**src/rtl/tristate_bus_arbiter.sv**
```systemverilog
// Round-robin owner arbiter for one shared tristate line: one-hot enables, a fixed dead time after release.
// Optional TBA_TIMEOUT_EN caps bursts at MAX_BURST owned cycles and pulses TOUT on a forced release.
module tristate_bus_arbiter #(
    parameter int NREQ      = 4,
    parameter int TURN_CYC  = 1,
    parameter int MAX_BURST = 16
) (
    input  logic            CLK,
    input  logic            RST,
    input  logic [NREQ-1:0] REQ,
    output logic [NREQ-1:0] ENB,
    output logic [NREQ-1:0] GNT,
    output logic            BUSY,
    output logic            TOUT
);

    localparam int OW = $clog2(NREQ);
    localparam int TW = $clog2(TURN_CYC + 1);
    localparam logic [NREQ-1:0] LSB_ONE = NREQ'(1);

    if (NREQ < 2 || NREQ > 8) begin : g_bad_nreq
        $error("tristate_bus_arbiter: NREQ must be 2..8");
    end
    if (TURN_CYC < 1 || TURN_CYC > 15) begin : g_bad_turn
        $error("tristate_bus_arbiter: TURN_CYC must be 1..15");
    end
    if (MAX_BURST < 2 || MAX_BURST > 255) begin : g_bad_burst
        $error("tristate_bus_arbiter: MAX_BURST must be 2..255");
    end

    typedef enum logic [1:0] {
        IDLE  = 2'd0,
        DRIVE = 2'd1,
        TURN  = 2'd2
    } state_t;

    state_t          state_q;
    logic [OW-1:0]   owner_q;
    logic [OW-1:0]   last_q;
    logic [TW-1:0]   turn_cnt_q;
    logic [NREQ-1:0] enb_q;
    logic            busy_q;

`ifdef TBA_TIMEOUT_EN
    logic [7:0]      burst_q;
    logic            tout_q;
`endif

    logic [OW-1:0]   win_d;
    logic            win_vld;
    logic [OW-1:0]   cand;

    // Scan from farthest to nearest after last_q so the nearest requester is written last and wins.
    always_comb begin
        win_d   = '0;
        win_vld = 1'b0;
        cand    = '0;
        for (int k = NREQ; k >= 1; k--) begin
            cand = OW'((int'(last_q) + k) % NREQ);
            if (REQ[cand]) begin
                win_vld = 1'b1;
                win_d   = cand;
            end
        end
    end

    always_ff @(posedge CLK) begin
        if (RST) begin
            state_q    <= IDLE;
            owner_q    <= '0;
            last_q     <= OW'(NREQ - 1);
            turn_cnt_q <= '0;
            enb_q      <= '0;
            busy_q     <= 1'b0;
`ifdef TBA_TIMEOUT_EN
            burst_q    <= '0;
            tout_q     <= 1'b0;
`endif
        end else begin
`ifdef TBA_TIMEOUT_EN
            tout_q <= 1'b0;
`endif
            case (state_q)
                IDLE: begin
                    if (win_vld) begin
                        state_q <= DRIVE;
                        owner_q <= win_d;
                        enb_q   <= LSB_ONE << win_d;
                        busy_q  <= 1'b1;
`ifdef TBA_TIMEOUT_EN
                        burst_q <= 8'd1;
`endif
                    end else begin
                        enb_q  <= '0;
                        busy_q <= 1'b0;
                    end
                end

                DRIVE: begin
                    if (!REQ[owner_q]) begin
                        state_q    <= TURN;
                        enb_q      <= '0;
                        busy_q     <= 1'b1;
                        last_q     <= owner_q;
                        turn_cnt_q <= '0;
`ifdef TBA_TIMEOUT_EN
                        burst_q    <= '0;
                    end else if (burst_q == 8'(MAX_BURST)) begin
                        // Forced end: recording the owner as last_q lets the rotation move past it.
                        state_q    <= TURN;
                        enb_q      <= '0;
                        busy_q     <= 1'b1;
                        last_q     <= owner_q;
                        turn_cnt_q <= '0;
                        burst_q    <= '0;
                        tout_q     <= 1'b1;
                    end else begin
                        burst_q    <= burst_q + 8'd1;
`endif
                    end
                end

                TURN: begin
                    enb_q <= '0;
                    if (turn_cnt_q == TW'(TURN_CYC - 1)) begin
                        state_q    <= IDLE;
                        busy_q     <= 1'b0;
                        turn_cnt_q <= '0;
                    end else begin
                        busy_q     <= 1'b1;
                        turn_cnt_q <= turn_cnt_q + TW'(1);
                    end
                end

                default: begin
                    state_q <= IDLE;
                    enb_q   <= '0;
                    busy_q  <= 1'b0;
                end
            endcase
        end
    end

    assign ENB  = enb_q;
    assign GNT  = enb_q;
    assign BUSY = busy_q;

`ifdef TBA_TIMEOUT_EN
    assign TOUT = tout_q;
`else
    assign TOUT = 1'b0;
`endif

endmodule

```
**config.mk**
```make
export PLATFORM = sky130hd
export DESIGN_NAME = tristate_bus_arbiter
export DESIGN_NICKNAME = d
export VERILOG_FILES = /design/src/rtl/tristate_bus_arbiter.sv
export SDC_FILE = /design/constraint.sdc
export NUM_CORES = 1
export LEC_CHECK = 0
export ABC_AREA = 0
export CORE_AREA = 2 2 40 69
export DETAILED_ROUTE_END_ITERATION = 7
export DIE_AREA = 0 0 42 71
export GPL_ROUTABILITY_DRIVEN = 0
export GPL_TIMING_DRIVEN = 0
export HOLD_SLACK_MARGIN = 0.15
export PLACE_DENSITY = 0.49
export REMOVE_ABC_BUFFERS = 1
export SYNTH_ARGS = -nofsm -noshare
export SYNTH_HDL_FRONTEND = slang
export SYNTH_SLANG_ARGS = --single-unit
export TNS_END_PERCENT = 10
```
**constraint.sdc**
```tcl
create_clock -name CLK -period 1.8 [get_ports CLK]
set_input_delay 0.18 -clock CLK [delete_from_list [all_inputs] [get_ports CLK]]
set_output_delay 0.18 -clock CLK [all_outputs]
set_load 0.005 [all_outputs]
```
==> metrics.yaml <==
rows: 24
max_freq_ghz: 0.647
worst_hold_path_type: "register to register"
root_buffer: "clkbuf_8"
dieArea_mm2: 0.00298
num_io_pins: 16
grt_pass1_vias: 447
combPwrFrac_pct: 24.2
final_util_pct: 30.6
p_switching_mw: 0.193
status: "complete, no violations"
syn_area_um2: 568
setup_slack_ns: 0.254
grtUsageTotal_pct: 8.88
cp-end-kind: "register"
coreArea_mm2: 0.00243
die_h_um: 71
finalHoldViolCount: 0
ctsHtreeMaxLevel: 1
num_antenna_cells: 0
vias_per_cell: 4.85
synth_edf_count: 0
setup_viol: 0
cts.sinks: 11
nets: 81
io_buffer_count: 14
critical_path.max_stage_delay_ns: 0.56
grt_max_degree: 13
vias: 485
wirelength_um: 1260
cts-resized-gates: 0
drt_iter0_markers: 13
required_ns: 1.93
grt_first_pass_wirelength_um: 1990
cp_slowest_cell: "mux4_2"
synth_top_area_share_pct: 38.8
vdd_drop_max_v: 0.000473
avgSynthCellArea_um2: 9.16
internal-power_mw: 0.525
start_kind: "input port"
synth_top_cell_by_area: "dfxtp_1"
hpwl_um: 967
power.density_mw_per_mm2: 965
post-cts-setup-buffers: 0
power_mw: 0.718
post-route-drc-count: 0
synth_area_leaders: "dfxtp_1, buf_4, nor2_1"
tritoncts: "built"
critical_path_buf_inv_count: 1
ys_seq_area_share_pct: 38.8
pwr-share-seq_pct: 41.3
cts_buffer_depth: 2
path_cells: "clkdlybuf4s50_1 > mux4_2 > nand2_2 > nor2_2 > a22o_1"
path_class: "input port to register"
drive_gt1_share_pct: 13.5
cts_made_buffers: 3
syn_to_final_growth_pct: 31.1
slew_viol_final: 0
maxCapViolations: 0
overflow: 0
fin_skew_ns: 0.00203
ys_ff_latch: 11
cp.arrival_ns: 1.68
rsz0062_at_grt: "no"
die_x_um: 42
syn-instance-count: 62
fin_crit_sh_pct: 85.9
clkPwrFrac_pct: 34.5
fin_crit_ns: 1.55
clkTransAtPathRegs_ns: 0.05
drt_first_pass_iters: 2
tightest_slew_ns: 0.575
yosys-top-cells-count: "dfxtp_1, nor2_1, a21oi_1, buf_4, nor3_1"
antenna_left: 0
crit_fanout: 6
clock_latency_ns: 0.24
slew_headroom_pct: 61.3
synth_flop_cell: "dfxtp_1"
avgRoutedWirePerCell_um: 12.6
swShare_pct: 26.9
pre_cts_ws_ns: 0.00797
p_leak_nw: 0.270
antenna_found_initial: 0
hold_buffers: 0
yosysWarnings: 0
synth.most_common_cell: "dfxtp_1"
crit_family: "multiplexers"
yosysUniqueCellTypes: 29
start_util_pct: 23.4
async_reset_ff_share_pct: 0
==> through the flow <==
step	setup TNS [ns]	cell area, um^2	instances	hold slack, ns
2_1_floorplan	0	527	56	0.249
3_3_place_gp	-0.0140	699	96	0.470
3_5_place_dp	0	699	96	0.478
4_1_cts	0	744	100	0.486
5_1_grt	0	744	100	0.512
6_report	0	744	100	0.484
==> tightest hold or removal path, stage by stage, from the launching register on <==
cell     delay [ns]
dfxtp_1        0.32
nand2_1        0.06
a21oi_1        0.05
==> logic make-up (layout without fill, tap and decap cells) <==
| kind of cell | after synthesis | count (layout) | synth area share (%) |
|---|---|---|---|
| AO/OA/AOI/OAI | 15 | 15 | 21.1 |
| other | 1 | 1 | 0.660 |
| flip-flops | 11 | 11 | 38.8 |
| multiplexers | 1 | 1 | 3.96 |
| buffers and inverters | 7 | 19 | 7.93 |
| AND/OR/NAND/NOR | 27 | 27 | 27.5 |
==> state kept, by name (all words and copies together), names as in the netlist <==
signal   count
ENB          4
BUSY         1
owner_q      2
last_q       2
state_q      2
==> final cells by class <==
class                           instances  area (um^2)
Fill cell                             260         1690
Clock buffer                            4         45.0
Sequential cell                        11          220
Multi-Input combinational cell         44          303
Tap cell                               26         32.5
Timing Repair Buffer                   14          140
Inverter                                1         3.75
==> cell usage in the layout (no fill, tap or decap), drive strengths merged, types with 2 or more instances in the layout <==
cell,instances
a211oi,2
a21oi,5
a22o,2
clkbuf,4
clkdlybuf4s50,14
dfxtp,11
nand2,3
nand2b,3
nand3b,2
nor2,8
nor3,5
o21ai,2
==> power groups by stage <==
stage	Clock (mW)	Sequential [mW]	Combinational, mW
3_5_place_dp	0	0.302	0.176
6_report	0.248	0.297	0.174
2_1_floorplan	0	0.299	0.0989
3_3_place_gp	0	0.301	0.176
4_1_cts	0.251	0.297	0.177
5_1_grt	0.263	0.301	0.191
==> metal layers <==
metal / up-vias / part of all wire [%] / routed length [um] / global-route usage (%)
met4: 0 / 2.7 / 34 / 6.45
met5: - / 0 / 0 / 0
li1: 242 / - / - / -
met2: 10 / 54 / 680 / 15.5
met3: 5 / 4.5 / 56 / 2.55
met1: 228 / 39 / 486 / 8.66
==> worst paths after layout <==
check                  start         end  slack (ns)  cells past startpoint
setup / recovery      REQ[3]      ENB[0]        0.25                      5
hold / removal    owner_q[1]  owner_q[1]        0.48                      2
setup reg to reg  owner_q[0]      ENB[0]        0.35                      4
hold reg to reg   owner_q[1]  owner_q[1]        0.48                      2
Power figures use the tool's default switching activity.
